--- src/rtl/pe_ws_db.sv ---
// Weight-stationary PE with ping-pong weight banks; psum_out = psum_in + (w[sel]*feat)>>>FRAC_W after 1 cycle.
// No backpressure: weights fill the shadow bank and are forwarded south once it is full. Optional macro PE_SAT_EN enables saturation.
module pe_ws_db #(
    parameter int DATA_W = 16,
    parameter int ACC_W  = 32,
    parameter int NUM_W  = 4,
    parameter int FRAC_W = 0,
    localparam int SEL_W = $clog2(NUM_W)
) (
    input  logic              clk,
    input  logic              rst_n,
    input  logic              clr,
    input  logic              wt_in_valid,
    input  logic [DATA_W-1:0] wt_in,
    output logic              wt_out_valid,
    output logic [DATA_W-1:0] wt_out,
    input  logic              swap,
    output logic              swap_ack,
    output logic              shadow_full,
    input  logic              feat_valid,
    input  logic [DATA_W-1:0] feat_in,
    input  logic [SEL_W-1:0]  feat_sel,
    output logic              feat_out_valid,
    output logic [DATA_W-1:0] feat_out,
    output logic [SEL_W-1:0]  feat_sel_out,
    input  logic [ACC_W-1:0]  psum_in,
    output logic              psum_out_valid,
    output logic [ACC_W-1:0]  psum_out,
    output logic              sat_flag
);

    localparam int PW = 2 * DATA_W;
    localparam int WW = (PW > ACC_W) ? PW : ACC_W;
    localparam logic [SEL_W-1:0] LAST = SEL_W'(NUM_W - 1);

    typedef enum logic {FILL = 1'b0, FULL = 1'b1} state_t;

    state_t                        state_q, state_d;
    logic                          load_en, swap_acc;
    logic [SEL_W-1:0]              ptr;
    logic                          act;
    logic [NUM_W-1:0][DATA_W-1:0]  bank0, bank1;

    always_comb begin
        state_d  = state_q;
        load_en  = 1'b0;
        swap_acc = 1'b0;
        case (state_q)
            FILL: begin
                if (wt_in_valid) begin
                    load_en = 1'b1;
                    if (ptr == LAST) state_d = FULL;
                end
            end
            FULL: begin
                if (swap) begin
                    swap_acc = 1'b1;
                    state_d  = FILL;
                end
            end
            default: state_d = FILL;
        endcase
        if (clr) begin
            state_d  = FILL;
            load_en  = 1'b0;
            swap_acc = 1'b0;
        end
    end

    assign shadow_full = (state_q == FULL);

    // The shadow bank is always the one not selected by act.
    always_ff @(posedge clk or negedge rst_n) begin
        if (!rst_n) begin
            state_q  <= FILL;
            ptr      <= '0;
            act      <= 1'b0;
            swap_ack <= 1'b0;
            bank0    <= '0;
            bank1    <= '0;
        end else begin
            state_q  <= state_d;
            swap_ack <= swap_acc;
            if (clr || swap_acc) begin
                ptr <= '0;
            end else if (load_en) begin
                ptr <= (ptr == LAST) ? '0 : ptr + 1'b1;
            end
            if (swap_acc) act <= ~act;
            if (load_en) begin
                if (act) bank0[ptr] <= wt_in;
                else     bank1[ptr] <= wt_in;
            end
        end
    end

    always_ff @(posedge clk or negedge rst_n) begin
        if (!rst_n) begin
            wt_out_valid <= 1'b0;
            wt_out       <= '0;
        end else if (clr) begin
            wt_out_valid <= 1'b0;
        end else begin
            wt_out_valid <= (state_q == FULL) && wt_in_valid;
            if ((state_q == FULL) && wt_in_valid) wt_out <= wt_in;
        end
    end

    logic [DATA_W-1:0]        w_act;
    logic signed [PW-1:0]     prod, sh;
    logic signed [WW-1:0]     sh_wide;
    logic [ACC_W-1:0]         psum_nxt;

    assign w_act   = act ? bank1[feat_sel] : bank0[feat_sel];
    assign prod    = $signed(w_act) * $signed(feat_in);
    assign sh      = prod >>> FRAC_W;
    assign sh_wide = sh;

`ifdef PE_SAT_EN
    localparam logic [ACC_W-1:0] ACC_MAX = {1'b0, {(ACC_W-1){1'b1}}};
    localparam logic [ACC_W-1:0] ACC_MIN = {1'b1, {(ACC_W-1){1'b0}}};

    logic signed [ACC_W-1:0]  sh_low;
    logic signed [WW-1:0]     sh_back;
    logic [ACC_W-1:0]         sh_acc;
    logic [ACC_W:0]           sum_wide;
    logic                     trunc_ovf, add_ovf, sat_q;

    // Truncation overflows when the narrowed value no longer sign-extends back to the original.
    assign sh_low    = sh_wide[ACC_W-1:0];
    assign sh_back   = sh_low;
    assign trunc_ovf = (sh_back != sh_wide);
    assign sh_acc    = trunc_ovf ? (sh_wide[WW-1] ? ACC_MIN : ACC_MAX) : sh_low;
    assign sum_wide  = {psum_in[ACC_W-1], psum_in} + {sh_acc[ACC_W-1], sh_acc};
    assign add_ovf   = sum_wide[ACC_W] ^ sum_wide[ACC_W-1];
    assign psum_nxt  = add_ovf ? (sum_wide[ACC_W] ? ACC_MIN : ACC_MAX) : sum_wide[ACC_W-1:0];

    always_ff @(posedge clk or negedge rst_n) begin
        if (!rst_n)                                    sat_q <= 1'b0;
        else if (clr)                                  sat_q <= 1'b0;
        else if (feat_valid && (trunc_ovf || add_ovf)) sat_q <= 1'b1;
    end
    assign sat_flag = sat_q;
`else
    assign psum_nxt = psum_in + sh_wide[ACC_W-1:0];
    assign sat_flag = 1'b0;
`endif

    always_ff @(posedge clk or negedge rst_n) begin
        if (!rst_n) begin
            feat_out_valid <= 1'b0;
            feat_out       <= '0;
            feat_sel_out   <= '0;
            psum_out_valid <= 1'b0;
            psum_out       <= '0;
        end else begin
            feat_out_valid <= feat_valid && !clr;
            psum_out_valid <= feat_valid && !clr;
            if (feat_valid && !clr) begin
                feat_out     <= feat_in;
                feat_sel_out <= feat_sel;
                psum_out     <= psum_nxt;
            end
        end
    end

endmodule

--- config.mk ---
export PLATFORM = sky130hd
export DESIGN_NAME = pe_ws_db
export DESIGN_NICKNAME = d
export VERILOG_FILES = /design/src/rtl/pe_ws_db.sv
export SDC_FILE = /design/constraint.sdc
export NUM_CORES = 1
export LEC_CHECK = 0
export ABC_AREA = 1
export BUFFER_PORTS_ARGS = -buffer_cell sky130_fd_sc_hd__buf_2
export CAP_MARGIN = 20
export CORE_UTILIZATION = 30
export CTS_CLUSTER_DIAMETER = 50
export DETAILED_ROUTE_END_ITERATION = 10
export SYNTH_ARGS = -nofsm -noshare
export SYNTH_HDL_FRONTEND = slang
export SYNTH_SLANG_ARGS = --single-unit
--- constraint.sdc ---
create_clock -name clk -period 8.1 [get_ports clk]
set_clock_uncertainty 0.1 [all_clocks]
set_input_delay 1.62 -clock clk [delete_from_list [all_inputs] [get_ports clk]]
set_output_delay 1.62 -clock clk [all_outputs]
set_load 0.05 [all_outputs]
[Yosys cells after proc, flatten, opt, wreduce, memory -nomap -nowiden]
Index checks and enable logic that the tools add are counted.
Storage, ports and cells
  bits in registers: 201
  output and inout bits: 72
Operators by class
  add/sub/neg operators: 2
  $mul: 1
  bitwise gates (word level): 3
  equality and inequality tests: 1
  multiplexer cells: 24
  reductions and logical operators: 9
  magnitude comparators: 3
Operator list (count)
  bitwise mux 64 bit: 2
  binary-select mux 16 bit (select 2 bit): 2
  2-to-1 mux 16 bit: 4
  adder 32 bit: 1
  demux 16 bit (select 2 bit): 1
  multiplier 16 x 16 -> 32 bit: 1
  2-to-1 mux 1 bit: 11
  < comparator 2 x 3 -> 1 bit (second input constant): 2
  2-to-1 mux 2 bit: 3
  AND reduction 2 bit: 3
  logical AND 1 bit: 3
  inverter 1 bit: 3
  adder 2 x 1 -> 2 bit (second input constant): 1
  == test 2 bit (second input constant): 1
  >= comparator 2 x 1 -> 1 bit (second input constant): 1
  one-hot mux 1 bit (2 select lines): 1
  nonzero test 2 bit: 1
  logical NOT 1 bit: 1
  logical OR 1 bit: 1

[Depth between registers and ports, before layout]
Gate-level depths: netlist (run 1).
  depth in word-level cells: 5
  depth in mapped cells: 34

[Worst setup path before layout (run 1)]
No wires, ideal clock.
  kind: input to register
  start: input feat_sel[0]
  end: register psum_out[30]
  setup slack: 0.639 ns
  data required time: 7.882 ns
  stages: 29
  data arrival time: 7.243 ns
  cell sequence: buf_6 > inv_4 > buf_6 > nand2_2 > nand3_1 > nand3_2 > nand2_1 > buf_2 > nor2_1 > fa_1 > inv_1 > fa_1 > inv_1 > fa_1 > inv_1 > fa_1 > inv_1 > fa_1 > inv_1 > fa_1 > inv_1 > ha_1 > nand2_1 > nor3_1 > a21oi_1 > nand2_1 > nand2_1 > nand3_1 > nand2_1
On the way
  cells in the longest elaborated chain, start to end: 5
  elaborated cells between the ends (all ways): 7
Ends and longest elaborated chain
  start, declared: line 22  | input logic [SEL_W-1:0] feat_sel,
  binary-select mux 16 bit (select 2 bit): line 114  | assign w_act = act ? bank1[feat_sel] : bank0[feat_sel];
  2-to-1 mux 16 bit (not written as such): line 114
  2-to-1 mux 16 bit *: line 114
  multiplier 16 x 16 -> 32 bit *: line 115  | assign prod = $signed(w_act) * $signed(feat_in);
  adder 32 bit *: line 145  | assign psum_nxt = psum_in + sh_wide[ACC_W-1:0];
  end signal, assigned: line 162  | psum_out <= psum_nxt;
  end, declared: line 28  | output logic [ACC_W-1:0] psum_out,
Every way passes the cells marked *; elsewhere a longest branch is shown, timed or not. The select of a mux whose other input is x is not followed.
A chain may end at the register's enable or synchronous reset.

[Worst setup path in the final report (run 1)]
  start: input feat_sel[1]
  end: register psum_out[20]
The elaborated chain is that of the path after synthesis.

==> results of run 1 <==
## cell type report
type	count	area, um2
repair buffers	214	1280
clock buffers	39	803
clock inverters	13	176
multi-input cells	1559	12400
well taps	855	1070
fillers	6776	42000
flip-flops and latches	201	5030
inverters	451	1700
## sequential cells by signal, indices dropped and copies added, names as in the netlist
signal and cells:
shadow_full 1, wt_out_valid 1, wt_out 16, bank0 64
bank1 64, feat_sel_out 2, psum_out 32, psum_out_valid 1
ptr 2, feat_out 16, act 1, swap_ack 1
## worst min-delay path, delay by kind of cell, from the launching register on
kind / cells / cell delay, ns
and+or+nand+nor: 2 / 0.10
DFF: 1 / 0.33
## final timing paths
kind / startpoint / end / slack (ns) / cells past startpoint
hold reg to reg: psum_out[28]$_DFFE_PN0P_ / psum_out[28]$_DFFE_PN0P_ / 0.37 / 2
max in group asynchronous: rst_n / swap_ack$_DFF_PN0_ / 5.55 / 2
hold / removal: psum_out[28]$_DFFE_PN0P_ / psum_out[28]$_DFFE_PN0P_ / 0.37 / 2
setup reg to reg: act$_DFFE_PN0P_ / psum_out[31]$_DFFE_PN0P_ / 1.55 / 26
min in group asynchronous: rst_n / wt_out_valid$_DFF_PN0_ / 0.99 / 1
setup / recovery: feat_sel[1] / psum_out[20]$_DFFE_PN0P_ / 0.62 / 28
## per-layer routing
metal	track usage	part of all wire	up-vias
li1	-	-	7353
met1	0.240	0.45	7626
met2	0.285	0.45	460
met3	0.0432	0.078	83
met4	0.0458	0.024	10
met5	0	0.0013	-
## placed cells by master, fill, tap and decap left out, drive strengths merged, types with 4 or more instances in the layout
cell | netlist | final
a21o | 6 | 6
a21oi | 33 | 33
a31oi | 5 | 5
buf | 29 | 213
clkbuf | 54 | 40
clkinv | 1 | 6
dfrtp | 201 | 201
fa | 292 | 292
ha | 102 | 102
inv | 450 | 454
nand2 | 477 | 477
nand3 | 56 | 56
nand3b | 4 | 4
nand4 | 13 | 13
nor2 | 253 | 253
nor3 | 7 | 7
o21ai | 249 | 249
o221ai | 30 | 30
or2 | 9 | 9
xnor2 | 6 | 6
xor2 | 4 | 4
## metrics by stage
| stage | area [um2] | util |
|---|---|---|
| after global routing | 22500 | 0.349 |
| after floorplan | 19500 | - |
| final | 22500 | 0.349 |
| after global placement | 21500 | 0.334 |
| after detailed placement | 21500 | 0.334 |
| after CTS | 22500 | 0.349 |
## kinds of logic (layout without fill, tap and decap cells)
group / Yosys count / after routing / share of synthesized area
simple gates: 819 / 819 / 0.171
buf+inv: 534 / 717 / 0.107
fa+ha+maj: 394 / 394 / 0.364
compound gates: 335 / 335 / 0.0954
flops: 201 / 201 / 0.257
xor+xnor: 10 / 10 / 0.00448
other cells: 1 / 1 / 0.000192
==> impl_metrics.tcl, run 1 <==
set metrics [dict create \
    status "finished clean" \
    dp_slack_ns 0.0301 \
    fin_setup_tns_ns 0 \
    synth_cell_types 46 \
    cts_made_buffers 29 \
    synth_top_area_share 0.299 \
    num_vias 15500 \
    crit_family "adder cells" \
    die_h_um 257 \
    slew_viol_final 0 \
    core_mm2 0.0645 \
    worstMarginPinSlew_ns 0.932 \
    yosysWarningCount 0 \
    synthArstFlopShare 1.00 \
    max_freq_mhz 134 \
    rows 93 \
    hold_path_class "flop to flop" \
    cp_common_cell "fa_1" \
    antenna_left 0 \
    path_class "input port to flop" \
    critPathMaxFanout 28 \
    critPathBufInv 9 \
    grt_max_degree 94 \
    io_pins 144 \
    syn_nets 2760 \
    finalCriticalPeriod_ns 7.48 \
    track_usage 0.178 \
    grt-ovfl-total 0 \
    drive_gt1_frac 0.129 \
    synth_area_mm2 0.0195 \
    grt_antenna_before_repair 6 \
    slowest_delay_ns 0.58 \
    synth_top_area_cell "fa_1" \
    via_per_inst 4.66 \
    cts.sinks 201 \
    finalSetupViolations 0 \
    grt_pass1_vias 16300 \
    avgSynthCellArea_um2 8.52 \
    ctsResizeCount 0 \
    first_pass_iters 5 \
    grt_pass1_wl_um 91600 \
    holdBufCountCts 0 \
    port_buffers 142 \
    synth_common_cells "nand2_1, inv_1, fa_1, nor2_1, o21ai_0" \
    post-route-drc-count 0 \
    hold_ws_ns 0.372 \
    cts_tree "done" \
    place_congestion 0.920 \
    finalWirelength_um 57100 \
    slew_headroom 0.377 \
    hpwl_um 45600 \
    synth_cells 2294 \
    synth_edf_count 0 \
    start_util 0.303 \
    yosysSeqAreaShare 0.257 \
    critPathCaptureType "flop" \
    cp_slowest_cell "fa_1" \
    area_growth_pct 15.0 \
    required_ns 8.47 \
    finalCritPeriodShare 0.924 \
    antenna_cells 0 \
    yosys_most_used_dff "dfrtp_1" \
    synth_seq_cells 201 \
    htreeDepth 1 \
    worstSetupStartpointType "input port" \
    grt_setup_unrepaired "false" \
    routedWlPerCell_um 17.1 \
    cts_setup_buffers 0 \
    drt_iter0_drc 1329 \
    stdcell_count 3332 \
    max_cap_viol_count 0 \
    dieArea_mm2 0.0662 \
    dpl.cell_count 3280 \
    fp.dieW_um 257 \
    finalHoldViolCount 0 \
    setup_slack_ns 0.617 \
    synthTopCellsByArea "fa_1, dfrtp_1, nand2_1, inv_1, ha_1" \
    cts.clk_slew.worst_paths_ns 0.06 \
    clock_path_buffers 3 \
    cp.arrival_ns 7.85 \
    synth.most_common_cell "nand2_1" \
    clk-insertion-delay-late_ns 0.58 \
    root_buffer "clkbuf_16" \
    fin_nets 2922 \
]
Power of run 1 is left out: the tool's default activity adds up to more than one toggle a clock period on the data nets, which glitch-free logic cannot reach.
==> run 2: changes to the inputs <==
--- a/config.mk
+++ b/config.mk
@@ -8,9 +8,10 @@
 export ABC_AREA = 1
 export BUFFER_PORTS_ARGS = -buffer_cell sky130_fd_sc_hd__buf_2
 export CAP_MARGIN = 20
-export CORE_UTILIZATION = 30
+export CORE_UTILIZATION = 50
 export CTS_CLUSTER_DIAMETER = 50
 export DETAILED_ROUTE_END_ITERATION = 10
+export PLACE_DENSITY = 0.68
 export SYNTH_ARGS = -nofsm -noshare
 export SYNTH_HDL_FRONTEND = slang
 export SYNTH_SLANG_ARGS = --single-unit
==> run 2 against run 1 <==
  * The run now ends with design-rule violations left
  * Via count rose by 2.6%
  * Critical path depth rose by 2
  * Cell area fell by 2.2%
  * Clock-buffer cell count fell by 5
  * Core utilization rose by 22 points
  * Global-route usage rose by 11 points
  * Cell count fell by 10%
  * Hold slack improved by 0.0012 ns
  * Non-clock buffer count fell by 4
  * Worst setup slack improved by 0.0094 ns
  * Die area fell by 40%
  * Register-to-register slack got worse by 0.16 ns
==> impl_metrics.tcl, run 2 (synthesized netlist as in run 1, its figures left out) <==
set metrics [dict create \
    die_h_um 200 \
    rr_worst_depth 22 \
    min_to "psum_out[24]$_DFFE_PN0P_" \
    num_vias 15900 \
    clk-insertion-delay-late_ns 0.56 \
    hpwl_um 42700 \
    hold_path_class "flop to flop" \
    layout_commonest_cell "nand2_1" \
    reg2reg_from "act$_DFFE_PN0P_" \
    root_buffer "clkbuf_16" \
    cts.sinks 201 \
    max_cap_viol_count 0 \
    finalWirelength_um 53900 \
    fp.dieW_um 200 \
    finalSetupViolations 0 \
    grt_pass1_vias 16800 \
    start_util 0.506 \
    dpl-instance-area_mm2 0.0210 \
    fin_nets 2916 \
    routedWlPerCell_um 18.0 \
    rows 72 \
    track_usage 0.289 \
    finalCritPeriodShare 0.923 \
    slowest_delay_ns 0.54 \
    hp-start "psum_out[24]$_DFFE_PN0P_" \
    drt_iter0_drc 1099 \
    layout_common_cells "nand2_1, inv_1, fa_1" \
    critPathCaptureType "flop" \
    required_ns 8.44 \
    first_pass_iters 9 \
    reg2reg_setup_slack_ns 1.39 \
    ctsResizeCount 0 \
    cts_tree "done" \
    reg_top3 "bank0 (64), bank1 (64), psum_out (32)" \
    worstMarginPinSlew_ns 0.990 \
    place_congestion 0.922 \
    cp_slowest_cell "fa_1" \
    grt-ovfl-total 0 \
    via_per_inst 5.33 \
    critPathMaxFanout 30 \
    cts_setup_buffers 0 \
    clock_path_buffers 3 \
    hold-path-cell-count 2 \
    drive_gt1_frac 0.128 \
    stdcell_area_mm2 0.0220 \
    io_pins 144 \
    htreeDepth 1 \
    cts.clk_slew.worst_paths_ns 0.05 \
    max_freq_mhz 134 \
    cts_made_buffers 27 \
    status "finished with violations" \
    holdBufCountCts 0 \
    rr_endpoint "psum_out[26]$_DFFE_PN0P_" \
    area_growth_pct 12.5 \
    dieArea_mm2 0.0399 \
    fin_setup_tns_ns 0 \
    grt_pass1_wl_um 88400 \
    antenna_left 0 \
    path_class "input port to flop" \
    grt_max_degree 121 \
    violations "design-rule violations" \
    cp.arrival_ns 7.81 \
    grt_antenna_before_repair 2 \
    slew_headroom 0.340 \
    core_mm2 0.0386 \
    finalHoldViolCount 0 \
    post-route-drc-count 1 \
    slew_viol_final 0 \
    finalCriticalPeriod_ns 7.47 \
    port_buffers 142 \
    grt_setup_unrepaired "false" \
    worstSetupStartpointType "input port" \
]
## run 2: cell count changes in the layout (fill, tap and decap cells not counted)
| cell | previous run | this run |
|---|---|---|
| bufinv_16 | 3 | 1 |
| buf_4 | 70 | 65 |
| inv_8 | 0 | 2 |
| inv_6 | 3 | 4 |
| buf_16 | 0 | 1 |
| clkinvlp_4 | 1 | 2 |
| clkinv_4 | 2 | 1 |
| clkbuf_8 | 5 | 7 |
| clkbuf_1 | 6 | 1 |
| clkbuf_16 | 29 | 27 |
| diode_2 | 0 | 1 |
## run 2: routing by layer
metal | global-route usage | up-vias | wire length (um)
li1 | - | 7338 | -
met1 | 0.393 | 7859 | 23000
met2 | 0.466 | 635 | 24500
met3 | 0.0596 | 99 | 4610
met4 | 0.0905 | 2 | 1690
met5 | 0 | - | 13
## run 2: area by class of cell
| type | instances | area [um2] |
|---|---|---|
| clock inverter | 14 | 146 |
| timing repair buffer | 210 | 1270 |
| antenna | 1 | 2.50 |
| sequential | 201 | 5030 |
| inverter | 451 | 1700 |
| multi-input combinational | 1559 | 12400 |
| fill | 3538 | 16700 |
| tap | 518 | 648 |
| clock buffer | 34 | 762 |
## run 2: worst max-delay path: cells and delay by family
family | cells | cell delay (ns)
AND/OR/NAND/NOR | 12 | 1.33
AO/OA/AOI/OAI | 2 | 0.40
buffers and inverters | 9 | 1.03
adder cells (fa/ha/maj) | 7 | 3.38
## run 2: worst max-delay path by stage
stage	start	to	slack [ns]	cells past startpoint
after CTS	feat_sel[0]	psum_out[22]$_DFFE_PN0P_	0.66	27
after global placement	feat_sel[1]	psum_out[21]$_DFFE_PN0P_	0.12	26
after floorplan	feat_sel[0]	psum_out[30]$_DFFE_PN0P_	0.64	29
final	feat_sel[1]	psum_out[31]$_DFFE_PN0P_	0.63	30
after detailed placement	feat_sel[0]	psum_out[26]$_DFFE_PN0P_	0.11	27
after global routing	feat_sel[0]	psum_out[31]$_DFFE_PN0P_	0.20	29
## run 2: per-stage QoR
stage                      util  hold slack, ns  setup WS (ns)  instances
after floorplan               -           0.348          0.639       2294
after global placement    0.545           0.357          0.124       2938
after detailed placement  0.545           0.360          0.111       2938
after CTS                 0.568           0.375          0.663       2986
after global routing      0.569           0.397          0.202       2988
final                     0.569           0.373          0.627       2988
Power of run 2 is left out for the same reason.
